$ cat config.mk
export PLATFORM = sky130hd
export DESIGN_NAME = tx_burst_sequencer
export DESIGN_NICKNAME = d
export VERILOG_FILES = /design/src/rtl/tx_burst_sequencer_pkg.sv /design/src/rtl/tx_burst_sequencer.sv
export SDC_FILE = /design/constraint.sdc
export NUM_CORES = 1
export LEC_CHECK = 0
export ABC_AREA = 1
export CAP_MARGIN = 20
export CORE_ASPECT_RATIO = 2
export CORE_MARGIN = 2
export CORE_UTILIZATION = 48
export CTS_CLUSTER_DIAMETER = 120
export DETAILED_ROUTE_END_ITERATION = 16
export PLACE_DENSITY_LB_ADDON = 0.2
export SYNTH_ARGS = -nofsm -noshare
export SYNTH_HDL_FRONTEND = slang
export SYNTH_SLANG_ARGS = --single-unit
$ cat constraint.sdc
create_clock -name clk -period 2.1 [get_ports clk]
set_input_delay 0.315 -clock clk [delete_from_list [all_inputs] [get_ports clk]]
set_output_delay 0.315 -clock clk [all_outputs]
set_load 0.05 [all_outputs]
$ cat src/rtl/tx_burst_sequencer_pkg.sv
// Shared types and constants for the TX burst sequencer.
// The GUARD state exists only when TX_GUARD_EN is defined.
package tx_pkg;

    localparam int IQ_W = 12;
    localparam logic signed [IQ_W-1:0] PRE_AMP = 12'sd1024;

    typedef enum logic [2:0] {
        IDLE,
        PREAMBLE,
        PAYLOAD,
`ifdef TX_GUARD_EN
        GUARD,
`endif
        DRAIN
    } tx_seq_state_t;

endpackage

$ cat src/rtl/tx_burst_sequencer.sv
// TX burst sequencer: preamble, caller-sized payload, optional zero guard tail (TX_GUARD_EN),
// pushed through a single ready/valid output register.
//
// state    | meaning
// ---------+------------------------------------------------------------
// IDLE     | waiting for start, payload length latched on start
// PREAMBLE | emitting PREAMBLE_LEN samples alternating +/-PRE_AMP, q = 0
// PAYLOAD  | passing payload samples through, pl_ready follows load
// GUARD    | emitting GUARD_LEN zero samples (TX_GUARD_EN builds only)
// DRAIN    | waiting for the last sample to leave the output register
module tx_burst_sequencer
    import tx_pkg::*;
#(
    parameter int PREAMBLE_LEN = 16,
    parameter int GUARD_LEN    = 8,
    parameter int LEN_W        = 10
) (
    input  logic                   clk,
    input  logic                   rst,
    input  logic                   start,
    input  logic [LEN_W-1:0]       payload_len,
    output logic                   busy,
    output logic                   done,
    input  logic                   pl_valid,
    output logic                   pl_ready,
    input  logic signed [IQ_W-1:0] pl_i,
    input  logic signed [IQ_W-1:0] pl_q,
    output logic                   out_valid,
    input  logic                   out_ready,
    output logic signed [IQ_W-1:0] out_i,
    output logic signed [IQ_W-1:0] out_q
);

    if (PREAMBLE_LEN < 1) begin : g_bad_preamble_len
        $error("tx_burst_sequencer: PREAMBLE_LEN must be at least 1");
    end
    if (GUARD_LEN < 1) begin : g_bad_guard_len
        $error("tx_burst_sequencer: GUARD_LEN must be at least 1");
    end

    localparam int PRE_W = (PREAMBLE_LEN > 1) ? $clog2(PREAMBLE_LEN) : 1;
    localparam logic [PRE_W-1:0] PRE_LAST = PRE_W'(PREAMBLE_LEN - 1);

`ifdef TX_GUARD_EN
    localparam int GRD_W = (GUARD_LEN > 1) ? $clog2(GUARD_LEN) : 1;
    localparam logic [GRD_W-1:0] GRD_LAST = GRD_W'(GUARD_LEN - 1);
    localparam tx_seq_state_t AFTER_PAYLOAD = GUARD;
`else
    localparam tx_seq_state_t AFTER_PAYLOAD = DRAIN;
`endif

    tx_seq_state_t          state, state_nxt;
    logic [LEN_W-1:0]       len_q, len_nxt;
    logic [LEN_W-1:0]       pay_cnt, pay_cnt_nxt, pay_cnt_inc;
    logic [PRE_W-1:0]       pre_cnt, pre_cnt_nxt;
`ifdef TX_GUARD_EN
    logic [GRD_W-1:0]       grd_cnt, grd_cnt_nxt;
`endif
    logic                   load;
    logic                   ld_valid;
    logic signed [IQ_W-1:0] ld_i, ld_q;

    // The output register accepts a new value whenever it is empty or being drained.
    assign load        = !out_valid || out_ready;
    assign busy        = (state != IDLE);
    assign pay_cnt_inc = pay_cnt + LEN_W'(1);

    always_comb begin
        state_nxt   = state;
        len_nxt     = len_q;
        pay_cnt_nxt = pay_cnt;
        pre_cnt_nxt = pre_cnt;
`ifdef TX_GUARD_EN
        grd_cnt_nxt = grd_cnt;
`endif
        ld_valid    = 1'b0;
        ld_i        = '0;
        ld_q        = '0;
        pl_ready    = 1'b0;
        done        = 1'b0;

        case (state)
            IDLE: begin
                if (start) begin
                    state_nxt   = PREAMBLE;
                    len_nxt     = payload_len;
                    pay_cnt_nxt = '0;
                    pre_cnt_nxt = '0;
`ifdef TX_GUARD_EN
                    grd_cnt_nxt = '0;
`endif
                end
            end
            PREAMBLE: begin
                if (load) begin
                    ld_valid = 1'b1;
                    ld_i     = pre_cnt[0] ? -PRE_AMP : PRE_AMP;
                    if (pre_cnt == PRE_LAST) begin
                        state_nxt = (len_q == '0) ? AFTER_PAYLOAD : PAYLOAD;
                    end else begin
                        pre_cnt_nxt = pre_cnt + PRE_W'(1);
                    end
                end
            end
            PAYLOAD: begin
                pl_ready = load;
                if (load) begin
                    // A load without pl_valid leaves a bubble in the output stream.
                    ld_valid = pl_valid;
                    ld_i     = pl_i;
                    ld_q     = pl_q;
                    if (pl_valid) begin
                        pay_cnt_nxt = pay_cnt_inc;
                        if (pay_cnt_inc == len_q) begin
                            state_nxt = AFTER_PAYLOAD;
                        end
                    end
                end
            end
`ifdef TX_GUARD_EN
            GUARD: begin
                if (load) begin
                    ld_valid = 1'b1;
                    if (grd_cnt == GRD_LAST) begin
                        state_nxt = DRAIN;
                    end else begin
                        grd_cnt_nxt = grd_cnt + GRD_W'(1);
                    end
                end
            end
`endif
            DRAIN: begin
                if (load) begin
                    done      = 1'b1;
                    state_nxt = IDLE;
                end
            end
            default: begin
                state_nxt = IDLE;
            end
        endcase
    end

    always_ff @(posedge clk) begin
        if (rst) begin
            state     <= IDLE;
            len_q     <= '0;
            pay_cnt   <= '0;
            pre_cnt   <= '0;
`ifdef TX_GUARD_EN
            grd_cnt   <= '0;
`endif
            out_valid <= 1'b0;
            out_i     <= '0;
            out_q     <= '0;
        end else begin
            state   <= state_nxt;
            len_q   <= len_nxt;
            pay_cnt <= pay_cnt_nxt;
            pre_cnt <= pre_cnt_nxt;
`ifdef TX_GUARD_EN
            grd_cnt <= grd_cnt_nxt;
`endif
            if (load) begin
                out_valid <= ld_valid;
                out_i     <= ld_i;
                out_q     <= ld_q;
            end
        end
    end

endmodule

==> reports/qor.csv <==
metric;value;unit
p_leak;1.25;nW
worst_pin_slew;555;ps
area_growth;34.3;%
critPathArrivalTime;1690;ps
antenna_found_initial;0;
synth_nets;399;
p_switching;1.37;mW
cts_buffers;5;
vias;2449;
synth_edf_count;0;
finalMaxSlewViolations;0;
portBuffers;66;
worstSetupEndpointType;output pin;
clkPwrFrac;0.173;
synth_top_family_by_area;simple AND/OR/NAND/NOR gates;
required;1780;ps
finClkSkew;12.4;ps
slew_headroom;0.629;
synthTopCellsByArea;dfxtp_1 (42%), nand2_1 (17%), a21oi_1 (10%);
combPwrFrac;0.452;
cts.clk_slew.worst_paths;100;ps
power_frac_seq;0.375;
drv_cap;0;
final_hold_viol_count;0;
synth.area.mux_share;0;
synth.avg_cell_area;6.87;um2
critPathMaxFanout;23;
cts_buffer_depth;2;
synth_area;2430;um2
htreeDepth;2;
fin_area;3270;um2
wl_per_cell;13.0;um
grt_pass1_vias;2401;
clock_latency;310;ps
yosysTopAreaCell;dfxtp_1;
cts_tree;built;
hpwlAfterDp;4800;um
period_share;0.956;
p_int;1.87;mW
clock_sinks;51;
gp_congestion;0.814;
syn_inst;354;
layout.nets;466;
period_minus_slack;2010;ps
synth-xor-area-share;0.0108;
routed_via_density;5.12;
placed_area;3180;um2
synth_most_common_cell;nand2_1;
hold-worst-slack;471;ps
ys_types;26;
synthTopCellsByCount;nand2_1 (109), a21oi_1 (51), dfxtp_1 (51);
setup_viol;0;
ys.flop_type;dfxtp_1;
n_antenna_cell;0;
async_flop_share;0;
wirelength;6240;um
layout-drive-gt1-share;0.0618;
ys_warn_count;0;
swShare;0.424;
postCtsHoldBufs;0;
grt_max_degree;35;
status;finished, final reports clean;
yosysSeqAreaShare;0.420;
cts_root_buffer;clkbuf_8;
ant_nets;0;
fmax;0.498;GHz
synth-simple-area-share;0.314;
crit_type;flip-flop to output pin;
io_pins;67;
nFillCells;422;
grtUsageTotal;0.241;
die-area;5690;um2
drcViolationCount;0;
hp-class;flip-flop to flip-flop;
fp-row-count;36;
grt_pass1_wl;10300;um
synth_adder_area_share;0.0308;
initial_core_util;0.500;
synth_top_area_frac;0.420;
startpoint_type;flip-flop;
ys_ff_latch;51;
core_area;4860;um2
drtPass1Iterations;4;
rsz0062_at_grt;false;
die_x;54.4;um
tns;0;ps
die_h;105;um
drt_iter0_drc;54;
ir_drop;750;uV
powerDensity;992;nW/um2
synth_compound_area_frac;0.154;
grt.overflow.total;0;
power groups by stage:
| stage | combinational (mW) | clock (mW) | sequential, mW |
|---|---|---|---|
| 2_1_floorplan | 0.744 | 0 | 1.46 |
| 3_3_place_gp | 1.44 | 0 | 1.23 |
| 3_5_place_dp | 1.46 | 0 | 1.24 |
| 4_1_cts | 1.46 | 0.570 | 1.22 |
| 5_1_grt | 1.59 | 0.610 | 1.24 |
| 6_report | 1.46 | 0.561 | 1.22 |
cells in the final DEF (no fill, tap or decap), types with 2 or more instances in the layout:
cell and instances:
buf_12 2, xor2_1 2, o21ai_1 3, inv_1 34, nand2_1 109, clkbuf_8 5, ha_1 6, buf_4 6
clkdlybuf4s50_1 63, nand2_2 3, dfxtp_1 51, a21oi_1 51, nor2_1 17, nor3_1 4, o21ai_0 15, nor2_4 3
nand3_1 30, nand4_1 4
metal layers:
metal,track usage,wire (um)
met5,0,0
met3,0.0443,231
met1,0.243,2340
met4,0.0911,142
met2,0.447,3520
sequential cells by signal, indices dropped and copies added, names as in the netlist:
register / flops
out_i: 12
out_q: 12
len_q: 10
pay_cnt: 10
pre_cnt: 4
state: 2
out_valid: 1
kinds of logic (layout without fill, tap and decap cells):
| family | Yosys count | count (layout) |
|---|---|---|
| adder cells (fa/ha/maj) | 6 | 6 |
| AO/OA/AOI/OAI | 73 | 73 |
| flip-flops | 51 | 51 |
| AND/OR/NAND/NOR | 175 | 175 |
| XOR/XNOR | 3 | 3 |
| buffers and inverters | 46 | 113 |
critical path, stage by stage (launching register included):
cell     delay [ps]
dfxtp_1         350
inv_1           100
ha_1            270
inv_2           120
nor2_1          200
buf_12          190
buf_12          140
stage by stage:
step / setup WS, ps / utilization / power, mW / std cells
2_1_floorplan: 132 / - / 2.21 / 354
3_3_place_gp: 213 / 0.654 / 2.68 / 471
3_5_place_dp: 117 / 0.654 / 2.70 / 471
4_1_cts: 97.1 / 0.671 / 3.25 / 478
5_1_grt: 7.32 / 0.672 / 3.44 / 478
6_report: 93.0 / 0.672 / 3.24 / 478
layout make-up:
cell class | count | area, um2 | area share
clock inverters | 2 | 13.8 | 0.00421
repair buffers | 71 | 716 | 0.219
well taps | 57 | 71.3 | 0.0218
flip-flops and latches | 51 | 1020 | 0.312
clock buffers | 5 | 68.8 | 0.0211
inverters | 35 | 131 | 0.0402
multi-input cells | 257 | 1250 | 0.381
final timing paths:
path	startpoint	endpoint	slack [ps]	cells after the start
max	state[0]$_SDFFE_PP0P_	pl_ready	90	6
min	out_q[1]$_SDFFE_PP0N_	out_q[1]$_SDFFE_PP0N_	470	2
max reg2reg	pay_cnt[1]$_SDFFE_PP0P_	state[1]$_SDFFE_PP0P_	190	14
min reg2reg	out_q[1]$_SDFFE_PP0N_	out_q[1]$_SDFFE_PP0N_	470	2
repair_timing:
| action | CTS | global route |
|---|---|---|
| setup endpoints to repair | 0 | 9 |
| setup buffers | 0 | 0 |
| gates resized for setup | 0 | 2 |
(Power assumes the default switching activity.)
